$ cat src/rtl/request_aging_priority_gen_pkg.sv
// Shared arbiter helpers: saturating priority add, counter width
// and packed-field indexing.
package request_aging_priority_gen_pkg;

    localparam int DEF_AGE_THRESHOLD = 8;
    localparam int CNT_W = $clog2(DEF_AGE_THRESHOLD);

    // Add a boost to a base priority, clamping at the field maximum
    function automatic int unsigned sat_add(
        input int unsigned base,
        input int unsigned boost,
        input int unsigned width
    );
        int unsigned max_v;
        int unsigned sum;
        max_v = (32'd1 << width) - 32'd1;
        sum   = base + boost;
        return (sum > max_v) ? max_v : sum;
    endfunction

    // Low bit of packed field idx when each field is width bits wide
    function automatic int unsigned fld_lo(
        input int unsigned idx,
        input int unsigned width
    );
        return idx * width;
    endfunction

endpackage

$ cat src/rtl/request_aging_priority_gen_age_counter_cell.sv
// One requester's aging state: wait counter, boost level and
// starvation flag, cleared by a grant or a dropped request.
module age_counter_cell
    import request_aging_priority_gen_pkg::*;
#(
    parameter int PRIORITY_WIDTH = 2,
    parameter int AGE_THRESHOLD  = DEF_AGE_THRESHOLD,
    parameter int MAX_BOOST      = 3
) (
    input  logic                      clk,
    input  logic                      rst,
    input  logic                      req,
    input  logic                      clr,
    output logic [PRIORITY_WIDTH-1:0] boost,
    output logic                      starved
);

    localparam int CW = $clog2(AGE_THRESHOLD);
    localparam logic [CW-1:0] CNT_LAST = CW'(AGE_THRESHOLD - 1);
    localparam logic [PRIORITY_WIDTH-1:0] BOOST_MAX = PRIORITY_WIDTH'(MAX_BOOST);

    logic [CW-1:0]             wait_cnt;
    logic [CW-1:0]             cnt_nxt;
    logic [PRIORITY_WIDTH-1:0] boost_q;
    logic [PRIORITY_WIDTH-1:0] boost_nxt;
    logic                      starved_q;

    // Next-state: grant clears first, then idle clears, else age
    always_comb begin
        cnt_nxt   = wait_cnt;
        boost_nxt = boost_q;
        if (clr || !req) begin
            cnt_nxt   = '0;
            boost_nxt = '0;
        end else if (wait_cnt == CNT_LAST) begin
            cnt_nxt = '0;
            if (boost_q < BOOST_MAX) begin
                boost_nxt = boost_q + PRIORITY_WIDTH'(1);
            end
        end else begin
            cnt_nxt = wait_cnt + CW'(1);
        end
    end

    // Aging registers; starved tracks the boost being written
    always_ff @(posedge clk or posedge rst) begin
        if (rst) begin
            wait_cnt  <= '0;
            boost_q   <= '0;
            starved_q <= 1'b0;
        end else begin
            wait_cnt  <= cnt_nxt;
            boost_q   <= boost_nxt;
            starved_q <= (boost_nxt == BOOST_MAX);
        end
    end

    assign boost   = boost_q;
    assign starved = starved_q;

endmodule

$ cat src/rtl/request_aging_priority_gen.sv
// Raises effective arbiter priority of requesters that wait too
// long; grants and dropped requests reset the aging.
module request_aging_priority_gen
    import request_aging_priority_gen_pkg::*;
#(
    parameter int NUM_REQUESTERS = 4,
    parameter int PRIORITY_WIDTH = 2,
    parameter int AGE_THRESHOLD  = DEF_AGE_THRESHOLD,
    parameter int MAX_BOOST      = 3
) (
    input  logic                                   clk,
    input  logic                                   rst,
    input  logic [NUM_REQUESTERS-1:0]              request,
    input  logic [NUM_REQUESTERS*PRIORITY_WIDTH-1:0] base_priority,
    input  logic [NUM_REQUESTERS-1:0]              grant,
    input  logic                                   grant_valid,
    output logic [NUM_REQUESTERS*PRIORITY_WIDTH-1:0] priorities,
    output logic [NUM_REQUESTERS-1:0]              starved,
    output logic [NUM_REQUESTERS*PRIORITY_WIDTH-1:0] boost_level
);

    localparam int PW = PRIORITY_WIDTH;

    logic [NUM_REQUESTERS-1:0] clr;

    assign clr = grant_valid ? grant : '0;

    for (genvar i = 0; i < NUM_REQUESTERS; i++) begin : g_req
        localparam int LO = fld_lo(i, PW);

        logic [PW-1:0] boost_f;
        logic [PW-1:0] base_f;

        age_counter_cell #(
            .PRIORITY_WIDTH(PW),
            .AGE_THRESHOLD (AGE_THRESHOLD),
            .MAX_BOOST     (MAX_BOOST)
        ) u_cell (
            .clk    (clk),
            .rst    (rst),
            .req    (request[i]),
            .clr    (clr[i]),
            .boost  (boost_f),
            .starved(starved[i])
        );

        assign base_f = base_priority[LO +: PW];

        // Effective priority: base plus boost, never wrapping
        always_comb begin
            priorities[LO +: PW] =
                PW'(sat_add(32'(base_f), 32'(boost_f), PW));
        end

        assign boost_level[LO +: PW] = boost_f;
    end

endmodule
$ cat config.mk
export PLATFORM = sky130hd
export DESIGN_NAME = request_aging_priority_gen
export DESIGN_NICKNAME = d
export VERILOG_FILES = /design/src/rtl/request_aging_priority_gen_pkg.sv /design/src/rtl/request_aging_priority_gen_age_counter_cell.sv /design/src/rtl/request_aging_priority_gen.sv
export SDC_FILE = /design/constraint.sdc
export NUM_CORES = 1
export LEC_CHECK = 0
export BUFFER_PORTS_ARGS = -buffer_cell sky130_fd_sc_hd__buf_2
export CORE_MARGIN = 10
export CORE_UTILIZATION = 45
export DETAILED_ROUTE_END_ITERATION = 6
export PLACE_DENSITY = 0.72
export SKIP_CTS_REPAIR_TIMING = 1
export SYNTH_ARGS = -nofsm -noshare
export SYNTH_HDL_FRONTEND = slang
export SYNTH_HIERARCHICAL = 1
export SYNTH_SLANG_ARGS = --single-unit
$ cat constraint.sdc
create_clock -name clk -period 1.8 [get_ports clk]
set_input_delay 0.36 -clock clk [delete_from_list [all_inputs] [get_ports clk]]
set_output_delay 0.36 -clock clk [all_outputs]
set_load 0.005 [all_outputs]
After elaboration in Yosys (flattened, before gate mapping)
Index checks and enable logic that the tools add are counted.

Input bits: 19. Word-level logic and storage cells: 73. Output and inout bits: 20. Register bits after elaboration: 24.

Equality and inequality tests: 8. Reduce and logical (&&, ||, !) cells: 8. $add $sub $neg: 12. Muxes and demuxes: 25. $lt $le $gt $ge: 8.

Operator list (count): $mux 2 (16); $mux 3 (8); $add 2x2->3 (4); $add 3x1->3 const B (4); $eq 3x3->1 const B (4); $gt 3x2->1 const B (4); $add 2x1->2 const B (4); $eq 2x2->1 const B (4); $lt 2x2->1 const B (4); $logic_not 1->1 (4); $logic_or 1x1->1 (4); $mux 4 (1).

Longest topological paths before layout
Depth after elaboration: 5. Mapped depth: 4. Mapped depth without buffers: 4.

Modules after synthesis
The synthesis kept the hierarchy.

By module, submodules not included: age_counter_cell (g_req[1].u_cell ...) (times used 3, seq. area each 150.1 um^2, area an instance 256.5 um^2, cells an instance 20); age_counter_cell (g_req[0].u_cell) (times used 1, seq. area each 150.1 um^2, area an instance 274.0 um^2, cells an instance 21); request_aging_priority_gen (times used 1, seq. area each 0.0 um^2, area an instance 205.2 um^2, cells an instance 20).

Worst setup path after synthesis
No wires, ideal clock.

Path kind: reg2out. Start point: register g_req[0].u_cell.boost_q[0]. End point: output port priorities[1]. Data required time: 1.440 ns. Slack: 0.215 ns. Arrival time: 1.225 ns. Path buffers: 0. Cell stages (with the launch flop): 4. Path through: dfrtp_1 -> ha_1 -> fa_1 -> or2_1.

Word-level cells in the longest chain between the ends: 3.

Ends and longest elaborated chain: from (decl) (line request_aging_priority_gen_age_counter_cell.sv:24) `logic [PRIORITY_WIDTH-1:0] boost_q;`; from (signal assigned) (line request_aging_priority_gen_age_counter_cell.sv:53) `boost_q <= boost_nxt;`; $add 2x2->3 * (line request_aging_priority_gen_pkg.sv:17) `sum = base + boost;`; $gt 3x2->1 (line request_aging_priority_gen_pkg.sv:18) `return (sum > max_v) ? max_v : sum;`; $mux 2 * (line request_aging_priority_gen_pkg.sv:18); to (decl) (line request_aging_priority_gen.sv:17) `output logic [NUM_REQUESTERS*PRIORITY_WIDTH-1:0] priorities,`.

Every way passes the cells marked *; elsewhere a longest branch is shown, timed or not.

Final worst setup path
Start point: register g_req[1].u_cell.boost_q[0]. End point: output port priorities[3].

Word-level cells in the longest chain between the ends: 3.

Ends and longest elaborated chain (line): from (decl) (request_aging_priority_gen_age_counter_cell.sv:24); from (signal assigned) (request_aging_priority_gen_age_counter_cell.sv:53); $add 2x2->3 * (request_aging_priority_gen_pkg.sv:17); $gt 3x2->1 (request_aging_priority_gen_pkg.sv:18); $mux 2 * (request_aging_priority_gen_pkg.sv:18).

Marks and branches as above.

==> flow_summary.json <==
{
  "setup_slack_ns": -0.1997,
  "placed_cell_area_sq_um": 1478,
  "drive_gt1_share_pct": 45.64,
  "synthTopCellsByCount": "dfrtp_1, ha_1, nor2_1, inv_1, or2_1",
  "power_density_nw_per_um2": 566.6,
  "dp_hpwl_microns": 2062,
  "fin_skew_ns": 0.003754,
  "worstHoldPathType": "in2reg",
  "clkLatencyLatePin_ns": 0.30,
  "die_h_microns": 72.68,
  "worst-setup-path-type": "reg2out",
  "cp_max_fo": 3,
  "rsz0062_at_grt": "yes",
  "die_x_microns": 72.68,
  "fill_cells": 238,
  "syn_inst": 101,
  "synth_nets": 137,
  "hold_viol": 0,
  "grt_max_degree": 13,
  "cp_data_required_time_ns": 1.44,
  "intPower_w": 0.0006870,
  "syn_area_per_cell_sq_um": 12.36,
  "grt_pass1_wl_microns": 4133,
  "status": "complete, but fails checks",
  "clock-root-buffer": "clkbuf_4",
  "ys_seq_elements": 24,
  "synth_warnings": 6,
  "p_leak_nw": 0.8515,
  "regArea_sq_um": 600.6,
  "synthTopCellsByArea": "dfrtp_1, ha_1, fa_1",
  "port_buffers": 38,
  "num_rows": 19,
  "slew_headroom_pct": 83.98,
  "ant_nets": 0,
  "fin_nets": 187,
  "clockBufferDepth": 2,
  "drt_iter0_drc": 16,
  "final_area_sq_um": 1575,
  "power_switching_w": 0.0002055,
  "synth_ff_type": "dfrtp_1",
  "p_seq_share_pct": 62.9,
  "startpoint_type": "flop",
  "cts_tree": "done",
  "setup_viol": 8,
  "min_period_over_period_pct": 111.1,
  "syn_to_final_growth_pct": 26.15,
  "worst_pin_slew_ns": 0.2401,
  "gp_congestion": 0.7096,
  "num_vias": 870,
  "p_sw_share_pct": 23.03,
  "power.clock.fraction_pct": 24.9,
  "antenna_found_initial": 0,
  "cts_sinks": 24,
  "htreeDepth": 1,
  "coreArea_sq_um": 2710,
  "comb_power_share_pct": 12.2,
  "viasPerCell": 4.833,
  "min_period_ns": 2.000,
  "netlist_area_sq_um": 1249,
  "die_area_sq_um": 5282,
  "clk_pin_slew_worst_paths_ns": 0.12,
  "num_io_pins": 39,
  "fin_tns_setup_ns": -1.223,
  "synth_top_area_share_pct": 48.10,
  "post-place-ws_ns": 0.01749,
  "multi_input_area_sq_um": 638.1,
  "crit_path_end_kind": "primary output",
  "violations": "negative setup slack",
  "grt_pass1_vias": 967,
  "cts_made_buffers": 3,
  "yosysMostFrequentCell": "dfrtp_1",
  "routed_wl_microns": 2480,
  "maxSlewViolCount": 0,
  "grt.total_usage_pct": 9.718,
  "synth_top_area_cell": "dfrtp_1",
  "synth_cell_type_count": 14,
  "grt-ovfl-total": 0,
  "ir_worst_vdd_v": 0.0004270,
  "maxCapViolCount": 0,
  "diodes": 0,
  "wl_per_cell_microns": 13.78,
  "start_util_pct": 46.08,
  "synthArstFlopShare_pct": 100.0,
  "drc": 0,
  "ys_seq_area_share_pct": 48.10,
  "synth_edf_count": 0,
  "worstPathArrival_ns": 1.64,
  "first_pass_iters": 2,
  "fmax_ghz": 0.5001
}
==> final timing paths <==
kind / from / endpoint / slack (ns) / cells after the start
worst max-delay path: g_req[1].u_cell/boost[0]$_DFF_PP0_ / priorities[3] / -0.20 / 4
worst min-delay path: request[3] / g_req[3].u_cell/wait_cnt[2]$_DFF_PP0_ / 0.33 / 3
worst max register to register: g_req[3].u_cell/wait_cnt[0]$_DFF_PP0_ / g_req[3].u_cell/starved$_DFF_PP0_ / 0.56 / 4
worst min register to register: g_req[0].u_cell/wait_cnt[0]$_DFF_PP0_ / g_req[0].u_cell/wait_cnt[0]$_DFF_PP0_ / 0.44 / 1
max in group asynchronous: rst / g_req[0].u_cell/boost[1]$_DFF_PP0_ / 1.06 / 3
min in group asynchronous: rst / g_req[1].u_cell/wait_cnt[2]$_DFF_PP0_ / 0.53 / 3
==> cells in the final DEF (no fill, tap or decap) <==
master	instances
nor3_1	4
nor3b_2	5
buf_4	6
and2_1	4
nor3_2	4
dlygate4sd3_1	1
or2_1	8
nor3b_1	3
inv_1	8
and3b_1	4
buf_2	38
nor2_1	12
dfrtp_1	24
ha_1	9
clkbuf_4	3
nand2b_4	4
ha_2	4
a21oi_1	4
fa_2	4
==> power by group through the flow <==
stage                     Sequential, W  Combinational [W]  Clock (W)
after floorplan                0.000570          0.0000605          0
after global placement         0.000571           0.000101          0
after detailed placement       0.000572           0.000109          0
after CTS                      0.000562           0.000109   0.000234
after global routing           0.000564           0.000127   0.000252
final                          0.000562           0.000109   0.000222
==> cell type report <==
| type | instances | share of cell area [%] |
|---|---|---|
| repair buffers | 45 | 15.57 |
| flip-flops and latches | 24 | 38.13 |
| clock buffers | 3 | 1.430 |
| well taps | 31 | 2.462 |
| inverters | 8 | 1.906 |
| multi-input cells | 69 | 40.51 |
==> cells by family (layout without fill, tap and decap cells) <==
kind of cell	after synthesis	in the layout	share of synthesized area (%)
AND/OR/NAND/NOR	48	48	28.46
buffers and inverters	8	56	2.405
adder cells (fa/ha/maj)	17	17	19.44
AO/OA/AOI/OAI	4	4	1.603
flip-flops	24	24	48.10
==> sequential cells by signal, indices dropped and copies added (netlist names) <==
signal,flops
g_req.u_cell/boost,8
g_req.u_cell/starved,4
g_req.u_cell/wait_cnt,12
==> through the flow <==
step,hold WS (ns),power (W),util [%],cells
2_1_floorplan,0.1510,0.0006310,-,101
3_3_place_gp,0.3147,0.0006723,54.52,170
3_5_place_dp,0.3212,0.0006815,54.52,170
4_1_cts,-0.02193,0.0009048,55.36,173
5_1_grt,0.3256,0.0009427,58.13,180
6_report,0.3330,0.0008925,58.13,180
==> metal layers <==
layer  up-vias  routed length, microns  global-route usage (%)
met5         -                       0                       0
met4         0                      39                   5.063
met3         4                     160                   3.129
met2        21                    1342                   17.63
met1       413                     938                   9.555
li1        432                       -                       -
==> worst max-delay path, cell delays in order, from the launching register on <==
cell and delay [ns]:
dfrtp_1 0.40, ha_2 0.19, fa_2 0.42, or2_1 0.21
buf_2 0.13
(Power assumes the default switching activity.)
